--- config.mk ---
export PLATFORM = sky130hd
export DESIGN_NAME = afu_rd_splitter
export DESIGN_NICKNAME = d
export VERILOG_FILES = /design/src/rtl/afu_rs_pkg.sv /design/src/rtl/afu_rs_outstanding_cnt.sv /design/src/rtl/afu_rd_splitter.sv
export SDC_FILE = /design/constraint.sdc
export NUM_CORES = 1
export LEC_CHECK = 0
export ABC_CLOCK_PERIOD_IN_PS = 2700
export BUFFER_PORTS_ARGS = -buffer_cell sky130_fd_sc_hd__buf_2
export CELL_PAD_IN_SITES_DETAIL_PLACEMENT = 1
export CELL_PAD_IN_SITES_GLOBAL_PLACEMENT = 1
export CORE_ASPECT_RATIO = 1.4
export CORE_MARGIN = 10
export CORE_UTILIZATION = 29
export CTS_CLUSTER_DIAMETER = 120
export CTS_CLUSTER_SIZE = 16
export DETAILED_ROUTE_END_ITERATION = 16
export GPL_ROUTABILITY_DRIVEN = 0
export HOLD_SLACK_MARGIN = 0.02
export PLACE_DENSITY = 0.6
export RECOVER_POWER = 25
export REMOVE_ABC_BUFFERS = 1
export SYNTH_ARGS = -nofsm -noshare
export SYNTH_HDL_FRONTEND = slang
export SYNTH_SLANG_ARGS = --single-unit
--- constraint.sdc ---
create_clock -name clk -period 2.7 [get_ports clk]
set_input_delay 0.54 -clock clk [delete_from_list [all_inputs] [get_ports clk]]
set_output_delay 0.54 -clock clk [all_outputs]
set_load 0.01 [all_outputs]
--- src/rtl/afu_rs_pkg.sv ---
// Shared types and constants for the TX read burst splitter.
package afu_rs_pkg;

   localparam int CL_ADDR_W   = 58;
   localparam int BURST_LEN_W = 6;
   localparam int MAX_BURST   = 64;

   typedef enum logic {
      RS_IDLE,
      RS_ISSUE
   } t_rs_state;

endpackage

--- src/rtl/afu_rs_outstanding_cnt.sv ---
// In-flight read counter: +1 per issued CL, -1 per returned response.
// A response with nothing outstanding leaves the count at 0 and raises a
// sticky error flag.
module afu_rs_outstanding_cnt #(
   parameter int LIMIT = 32,
   parameter int W     = 7
) (
   input  logic         clk,
   input  logic         rst,
   input  logic         inc,
   input  logic         dec,
   output logic [W-1:0] cnt,
   output logic         below_limit,
   output logic         err
);

   logic inc_eff;

   // Headroom compare used both by the issuer and as a saturation guard.
   assign below_limit = (cnt < W'(LIMIT));
   assign inc_eff     = inc && below_limit;

   // Counter update with underflow detection.
   always_ff @(posedge clk) begin
      if (rst) begin
         cnt <= '0;
         err <= 1'b0;
      end else begin
         if (dec && (cnt == '0))
            err <= 1'b1;
         case ({inc_eff, dec})
            2'b10:   cnt <= cnt + W'(1);
            2'b01:   if (cnt != '0) cnt <= cnt - W'(1);
            default: cnt <= cnt;
         endcase
      end
   end

endmodule

--- src/rtl/afu_rd_splitter.sv ---
// Splits one multi-CL read burst from the core into single-CL read requests,
// one per cycle, honouring almost-full backpressure and an outstanding cap.
module afu_rd_splitter
   import afu_rs_pkg::*;
#(
   parameter int MAX_OUTSTANDING = 32,
   parameter int OUT_W           = 7
) (
   input  logic                   clk,
   input  logic                   spl_reset,
   input  logic                   cor_tx_rd_valid,
   input  logic [CL_ADDR_W-1:0]   cor_tx_rd_addr,
   input  logic [BURST_LEN_W-1:0] cor_tx_rd_len,
   output logic                   cor_tx_rd_ready,
   input  logic                   spl_tx_rd_almostfull,
   output logic                   rs_tx_rd_valid,
   output logic [CL_ADDR_W-1:0]   rs_tx_rd_addr,
   output logic [BURST_LEN_W-1:0] rs_tx_rd_idx,
   input  logic                   io_rx_rd_valid,
   output logic                   rs_busy,
   output logic [OUT_W-1:0]       rs_outstanding,
   output logic                   rs_err
);

   t_rs_state              state;
   logic [CL_ADDR_W-1:0]   base;
   logic [BURST_LEN_W-1:0] idx;
   logic [6:0]             remain;   // holds 1..64, so one bit wider than len
   logic                   below_limit;
   logic                   issue_ok;

   // Issue only from registered state so the decision never sees same-cycle
   // responses; the counter absorbs inc/dec collisions itself.
   assign issue_ok = (state == RS_ISSUE) && !spl_tx_rd_almostfull && below_limit;
   assign rs_busy  = (state == RS_ISSUE) || (rs_outstanding != '0);

   afu_rs_outstanding_cnt #(
      .LIMIT (MAX_OUTSTANDING),
      .W     (OUT_W)
   ) u_out_cnt (
      .clk         (clk),
      .rst         (spl_reset),
      .inc         (issue_ok),
      .dec         (io_rx_rd_valid),
      .cnt         (rs_outstanding),
      .below_limit (below_limit),
      .err         (rs_err)
   );

   // Burst FSM with registered handshake and request outputs. Ready is only
   // re-raised from IDLE, which puts one dead cycle after the last request.
   always_ff @(posedge clk) begin
      if (spl_reset) begin
         state           <= RS_IDLE;
         cor_tx_rd_ready <= 1'b1;
         rs_tx_rd_valid  <= 1'b0;
         rs_tx_rd_addr   <= '0;
         rs_tx_rd_idx    <= '0;
         base            <= '0;
         idx             <= '0;
         remain          <= '0;
      end else begin
         rs_tx_rd_valid <= 1'b0;
         case (state)
            RS_IDLE: begin
               if (cor_tx_rd_valid && cor_tx_rd_ready) begin
                  base            <= cor_tx_rd_addr;
                  remain          <= (cor_tx_rd_len == '0) ? 7'(MAX_BURST)
                                                           : {1'b0, cor_tx_rd_len};
                  idx             <= '0;
                  state           <= RS_ISSUE;
                  cor_tx_rd_ready <= 1'b0;
               end else begin
                  cor_tx_rd_ready <= 1'b1;
               end
            end
            RS_ISSUE: begin
               cor_tx_rd_ready <= 1'b0;
               if (issue_ok) begin
                  rs_tx_rd_valid <= 1'b1;
                  rs_tx_rd_addr  <= base + CL_ADDR_W'(idx);
                  rs_tx_rd_idx   <= idx;
                  idx            <= idx + 6'd1;
                  remain         <= remain - 7'd1;
                  if (remain == 7'd1)
                     state <= RS_IDLE;
               end
            end
            default: state <= RS_IDLE;
         endcase
      end
   end

endmodule

### After elaboration in Yosys (flattened, before gate mapping)

Cells that the tools add are included.

* memories: 0
* input bits: 69
* output and inout port bits: 75
* bits in latches: 0
* bits in writable memories: 0
* bits in read-only memories: 0
* bits in registers: 146

* divide/modulo/power cells: 0
* shift operators: 0
* muxes and demuxes: 16
* reduce and logical (&&, ||, !) cells: 16
* bitwise gates (word level): 1
* add/sub/neg operators: 5
* equal/unequal tests: 6
* multipliers: 0
* order comparisons: 1

Operators by type and width (count)
* 58-bit by 6-bit adder with 58-bit output: 1
* 7-bit two-way mux: 4
* 7-bit one-hot mux with 2 select lines: 2
* 7-bit by 1-bit subtractor with 7-bit output, second input constant: 2
* 6-bit two-way mux: 2
* 6-bit one-hot mux with 2 select lines: 1
* 2-bit AND reduction: 4
* 7-bit by 1-bit adder with 7-bit output, second input constant: 1
* 7-bit by 1-bit == test with 1-bit output, second input constant: 1
* 7-bit logical NOT: 1
* 7-bit by 6-bit < comparator with 1-bit output, second input constant: 1
* 7-bit nonzero test: 1
* 6-bit by 1-bit adder with 6-bit output, second input constant: 1
* 6-bit logical NOT: 1
* 1-bit logical AND: 5
* 1-bit two-way mux: 5
* 2-bit inequality test, second input constant: 2
* 1-bit one-hot mux with 2 select lines: 2
* 2-bit by 1-bit == test with 1-bit output, second input constant: 1
* 2-bit == test, second input constant: 1
* 2-bit by 1-bit inequality test with 1-bit output, second input constant: 1
* 2-bit nonzero test: 1
* 2-bit OR reduction: 1
* 1-bit logical NOT: 1
* 2 further kinds: 2

### Logic depth before layout (Yosys ltp)

* word-level depth: 7
* mapped depth: 10

### Hierarchy

Synthesis repeated with hierarchy kept, for this count alone.

* cell total of the unflattened synthesis: 910
* area total of the unflattened synthesis: 7138.1 um^2

By module, submodules not included
* afu_rd_splitter: sequential area each 2762.6 um^2, cells each 836, area an instance 6568.8 um^2, instances 1
* afu_rs_outstanding_cnt: sequential area each 160.2 um^2, cells each 74, area an instance 569.3 um^2, instances 1

### Worst setup path before layout

No wires, ideal clock.

* kind: input to register
* start: input port spl_tx_rd_almostfull
* end: register u_out_cnt.cnt[6]
* arrival time: 2.535 ns
* path slack: 0.100 ns
* path buffers: 1
* stages on the path: 9
* library setup time: 0.065 ns
* cell sequence: or4b_1 > clkbuf_1 > nand2_1 > xnor2_1 > ha_1 > or4_1 > nor3b_1 > a21oi_1 > nor2_1

* longest elaborated chain between the ends: 7
* elaborated cells on any way between the ends: 10
* classes of those cells: eq/ne: 3; mux: 1; reduce/logical: 6

Ends and longest elaborated chain
* from (decl): RTL line afu_rd_splitter.sv:15 `input logic spl_tx_rd_almostfull,`
* 1-bit logical NOT (*): RTL line afu_rd_splitter.sv:34 `assign issue_ok = (state == RS_ISSUE) && !spl_tx_rd_almostfull && below_limit;`
* 1-bit logical AND (*) (2 in series): RTL line afu_rd_splitter.sv:34
* 1-bit logical AND (*): RTL line afu_rs_outstanding_cnt.sv:21 `assign inc_eff = inc && below_limit;`
* 2-bit by 1-bit == test with 1-bit output / 2-bit == test (equally long branches): RTL line afu_rs_outstanding_cnt.sv:31 `case ({inc_eff, dec})`
* 2-bit inequality test (no line) / 2-bit nonzero test (equally long branches)
* 2-bit AND reduction (no line)
* to (signal assigned): RTL line afu_rs_outstanding_cnt.sv:32 `2'b10: cnt <= cnt + W'(1);`
* to (signal assigned): RTL line afu_rs_outstanding_cnt.sv:33 `2'b01: if (cnt != '0) cnt <= cnt - W'(1);`
* to (signal assigned): RTL line afu_rs_outstanding_cnt.sv:34 `default: cnt <= cnt;`
* to (decl): RTL line afu_rs_outstanding_cnt.sv:12 `output logic [W-1:0] cnt,`

Every way passes the cells marked *; elsewhere a longest branch is shown, timed or not.
A chain may end at the register's enable or synchronous reset.

### Final worst setup path

* start: register idx[4]
* end: register rs_tx_rd_addr[47]

* longest elaborated chain between the ends: 1

Ends and longest elaborated chain
* from (decl): RTL line afu_rd_splitter.sv:27 `logic [BURST_LEN_W-1:0] idx;`
* from (signal assigned): RTL line afu_rd_splitter.sv:83 `idx <= idx + 6'd1;`
* 58-bit by 6-bit adder with 58-bit output: RTL line afu_rd_splitter.sv:81 `rs_tx_rd_addr <= base + CL_ADDR_W'(idx);`
* to (signal assigned): RTL line afu_rd_splitter.sv:81
* to (decl): RTL line afu_rd_splitter.sv:17 `output logic [CL_ADDR_W-1:0] rs_tx_rd_addr,`

No other way between the ends.

==> metrics <==
status=complete, no violations; Post-Syn Area=0.00669 mm2; CTS tree=built; Mapped Cells=837; PnR Total Power=slightly above 6000 uW; Worst VDD drop=0.440 mV; FF+latch count, synth=146; NumNets Final=around 1100; Static Leakage=0.00300 uW; post-CTS setup buffers=0; Setup Skew=10.6 ps; TNS Setup=0 ps; FF-to-FF Start=idx[4]; critical path's slowest cell=or3_1; Final min period=2540 ps; detailed placement HPWL=16.6 mm; worst path cell trace=ha_1 -> a211o_1 -> o21ba_2 -> or3_1 -> nor4_1 -> xnor2_1 -> o21ai_0; reg2reg path depth=7; post-CTS sizing=1; first-pass GRT wire length=35.7 mm; Crit Path Max Fanout=7; filler cell count=2831; Routed WL per cell=17.3 um; total gr overflow=0; root buf cell=clkbuf_16; worst path required time=3010 ps; Layout area overhead=25.7%; Yosys top cell area share=0.437; worst hold path type=in2reg; CP peak stage delay=520 ps; Setup crit start kind=flop; Hold Startpoint=cor_tx_rd_addr[17]; Synth area leader=dfxtp_1; # port buffers=143; Clock Latency Late Sink=430 ps; number of H-tree levels=4; final period utilization=0.942; TritonCTS buffer count=17; unrepaired setup endpoints after global routing=yes; drt pass-1 iters=4; Die X=between 100 and 150 um; WS Path Type=reg2reg; final hold viol count=0; share of layout cells above drive strength 1=0.171; max cap viols=0; Worst-Margin Slew=between 700 and 800 ps; Die H=200 um; number of synthesized flops with an enable pin=0; ys async rst share=0; final cell count without fillers=~1300; Reg clk slew, reported paths=60 ps; core area=0.0226 mm2; routed wire length=around 22 mm; fin. max-slew vios=0; yosys synthesis warning count=0; overall routing resource usage=0.151; DR iter-0 viols=~150; Pwr per Cell Area=about 720 mW/mm2; drc violations=0; clock sinks=~150; Hold Slack=341 ps; ys flop type=dfxtp_1; Max clock buf depth=2; vias per inst=approximately 5; Area contributors post-synth=dfxtp_1, nand2_1, a21oi_1, xnor2_1, a211oi_1; Reg2Reg Capture Point=rs_tx_rd_addr[47]; Antenna Cells=0; via count=approximately 6400; Area after DPL=0.00788 mm2; Max-slew headroom=0.516; sequential cell area fraction in the yosys report=0.437; Data arrival, critical path=~2900 ps; syn_area_per_cell=8.00 um2; hold-fix buffers at CTS=0; vias in the first global route=~6700; largest net degree at the start of global routing=66; Die Area=0.0296 mm2; sink of the worst hold path=base[17]; post-synthesis cell type count=53; Final ANT Viol Nets=0; Post-Layout Inst Area=0.00841 mm2; Final setup viols=0; Initial Util=0.296; IO Count=144; Critical Path End Type=flop; internal reg-to-reg setup slack=160 ps; worst hold path depth=3; Inst Count DP=1264; row count=65; Peak Freq=393 MHz; initial antenna violation count=1
worst max-delay path by stage:
| stage | cells after the start | startpoint | end | slack (ps) |
|---|---|---|---|---|
| after floorplan | 5 | state | remain[6] | -7470 |
| after global placement | 6 | base[30] | rs_tx_rd_addr[57] | 190 |
| after detailed placement | 9 | idx[0] | rs_tx_rd_addr[50] | 130 |
| after CTS | 9 | idx[0] | rs_tx_rd_addr[50] | 110 |
| after global routing | 7 | idx[5] | rs_tx_rd_addr[33] | -30 |
| final | 7 | idx[4] | rs_tx_rd_addr[47] | 160 |
placed cells by master (no fill, tap or decap), drive strengths merged, types with 3 or more instances in the layout:
cell type  count
clkbuf        72
a311oi         8
inv           22
buf          121
xnor2         41
nand4         16
o21ai         27
nor3          25
nor2          85
clkinvlp       3
dfxtp        146
xor2          15
and2           3
or3           13
clkinv         5
nor2b          4
nor4          13
nand2        161
a211oi        48
or4            5
ha            10
and3           6
or2            3
and4           5
nor3b          5
a21oi         84
a21o           3
nand3         19
metrics by stage:
| step | util | setup slack, ps |
|---|---|---|
| 5_1_grt | 0.372 | -30.0 |
| 6_report | 0.372 | 156 |
| 4_1_cts | 0.374 | 108 |
| 3_5_place_dp | 0.349 | 134 |
| 2_1_floorplan | - | -7470 |
| 3_3_place_gp | 0.349 | 191 |
final cells by class:
| class | instances | area, um2 | area share |
|---|---|---|---|
| timing repair buffer | 174 | 910 | 0.108 |
| clock inverter | 12 | 133 | 0.0158 |
| clock buffer | 19 | 443 | 0.0527 |
| inverter | 20 | 75.1 | 0.00892 |
| multi-input combinational | 623 | 3550 | 0.422 |
| sequential | 146 | 2920 | 0.347 |
| tap | 301 | 377 | 0.0448 |
synthesized netlist by cell type (2+ instances only):
library cell / instances
a211oi_1: 47
a21o_1: 3
a21oi_1: 84
a22oi_1: 2
a311oi_1: 8
and2_1: 3
and3_1: 5
and4_1: 5
buf_1: 4
buf_2: 2
clkbuf_1: 42
dfxtp_1: 146
ha_1: 10
inv_1: 20
mux2i_1: 2
nand2_1: 161
nand2b_1: 2
nand3_1: 19
nand4_1: 15
nor2_1: 85
nor2b_1: 4
nor3_1: 23
nor3_2: 2
nor3b_1: 5
nor4_1: 12
o211ai_1: 2
o21a_1: 2
o21ai_0: 24
o21ai_1: 2
o21bai_1: 2
or2_2: 3
or3_1: 13
or4_1: 4
xnor2_1: 41
xor2_1: 15
routing by layer:
metal / up-vias / wire (um) / global-route usage
li1: 3199 / - / -
met1: 3055 / 9670 / 0.170
met2: 108 / 11500 / 0.273
met3: 22 / 990 / 0.0408
met4: 2 / 271 / 0.0464
met5: - / 7 / 0
power breakdown:
part | internal, uW | leakage (uW) | switching, uW
Combinational | 465 | 0.00153 | 677
Sequential | 2370 | 0.00119 | 211
Clock | 1380 | 0.000276 | 963
kinds of logic (layout without fill, tap and decap cells):
logic type | after synthesis | count (layout) | synth area share
adder cells (fa/ha/maj) | 11 | 11 | 0.0217
buffers and inverters | 68 | 225 | 0.0385
AND/OR/NAND/NOR | 368 | 368 | 0.255
XOR/XNOR | 56 | 56 | 0.0733
AO/OA/AOI/OAI | 186 | 186 | 0.172
flip-flops | 146 | 146 | 0.437
multiplexers | 2 | 2 | 0.00299
critical path: cells and delay by family, from the launching register on:
kind | cells | cell delay (ps)
simple gates | 2 | 890
compound gates | 3 | 610
fa+ha+maj | 1 | 410
flops | 1 | 350
xor+xnor | 1 | 170
registers in the layout (all words and copies together) (netlist names), 6 cells and up:
name,count
base,58
idx,6
remain,7
rs_tx_rd_addr,58
rs_tx_rd_idx,6
u_out_cnt.cnt,7
No activity file was read; power rests on OpenSTA's default activity.
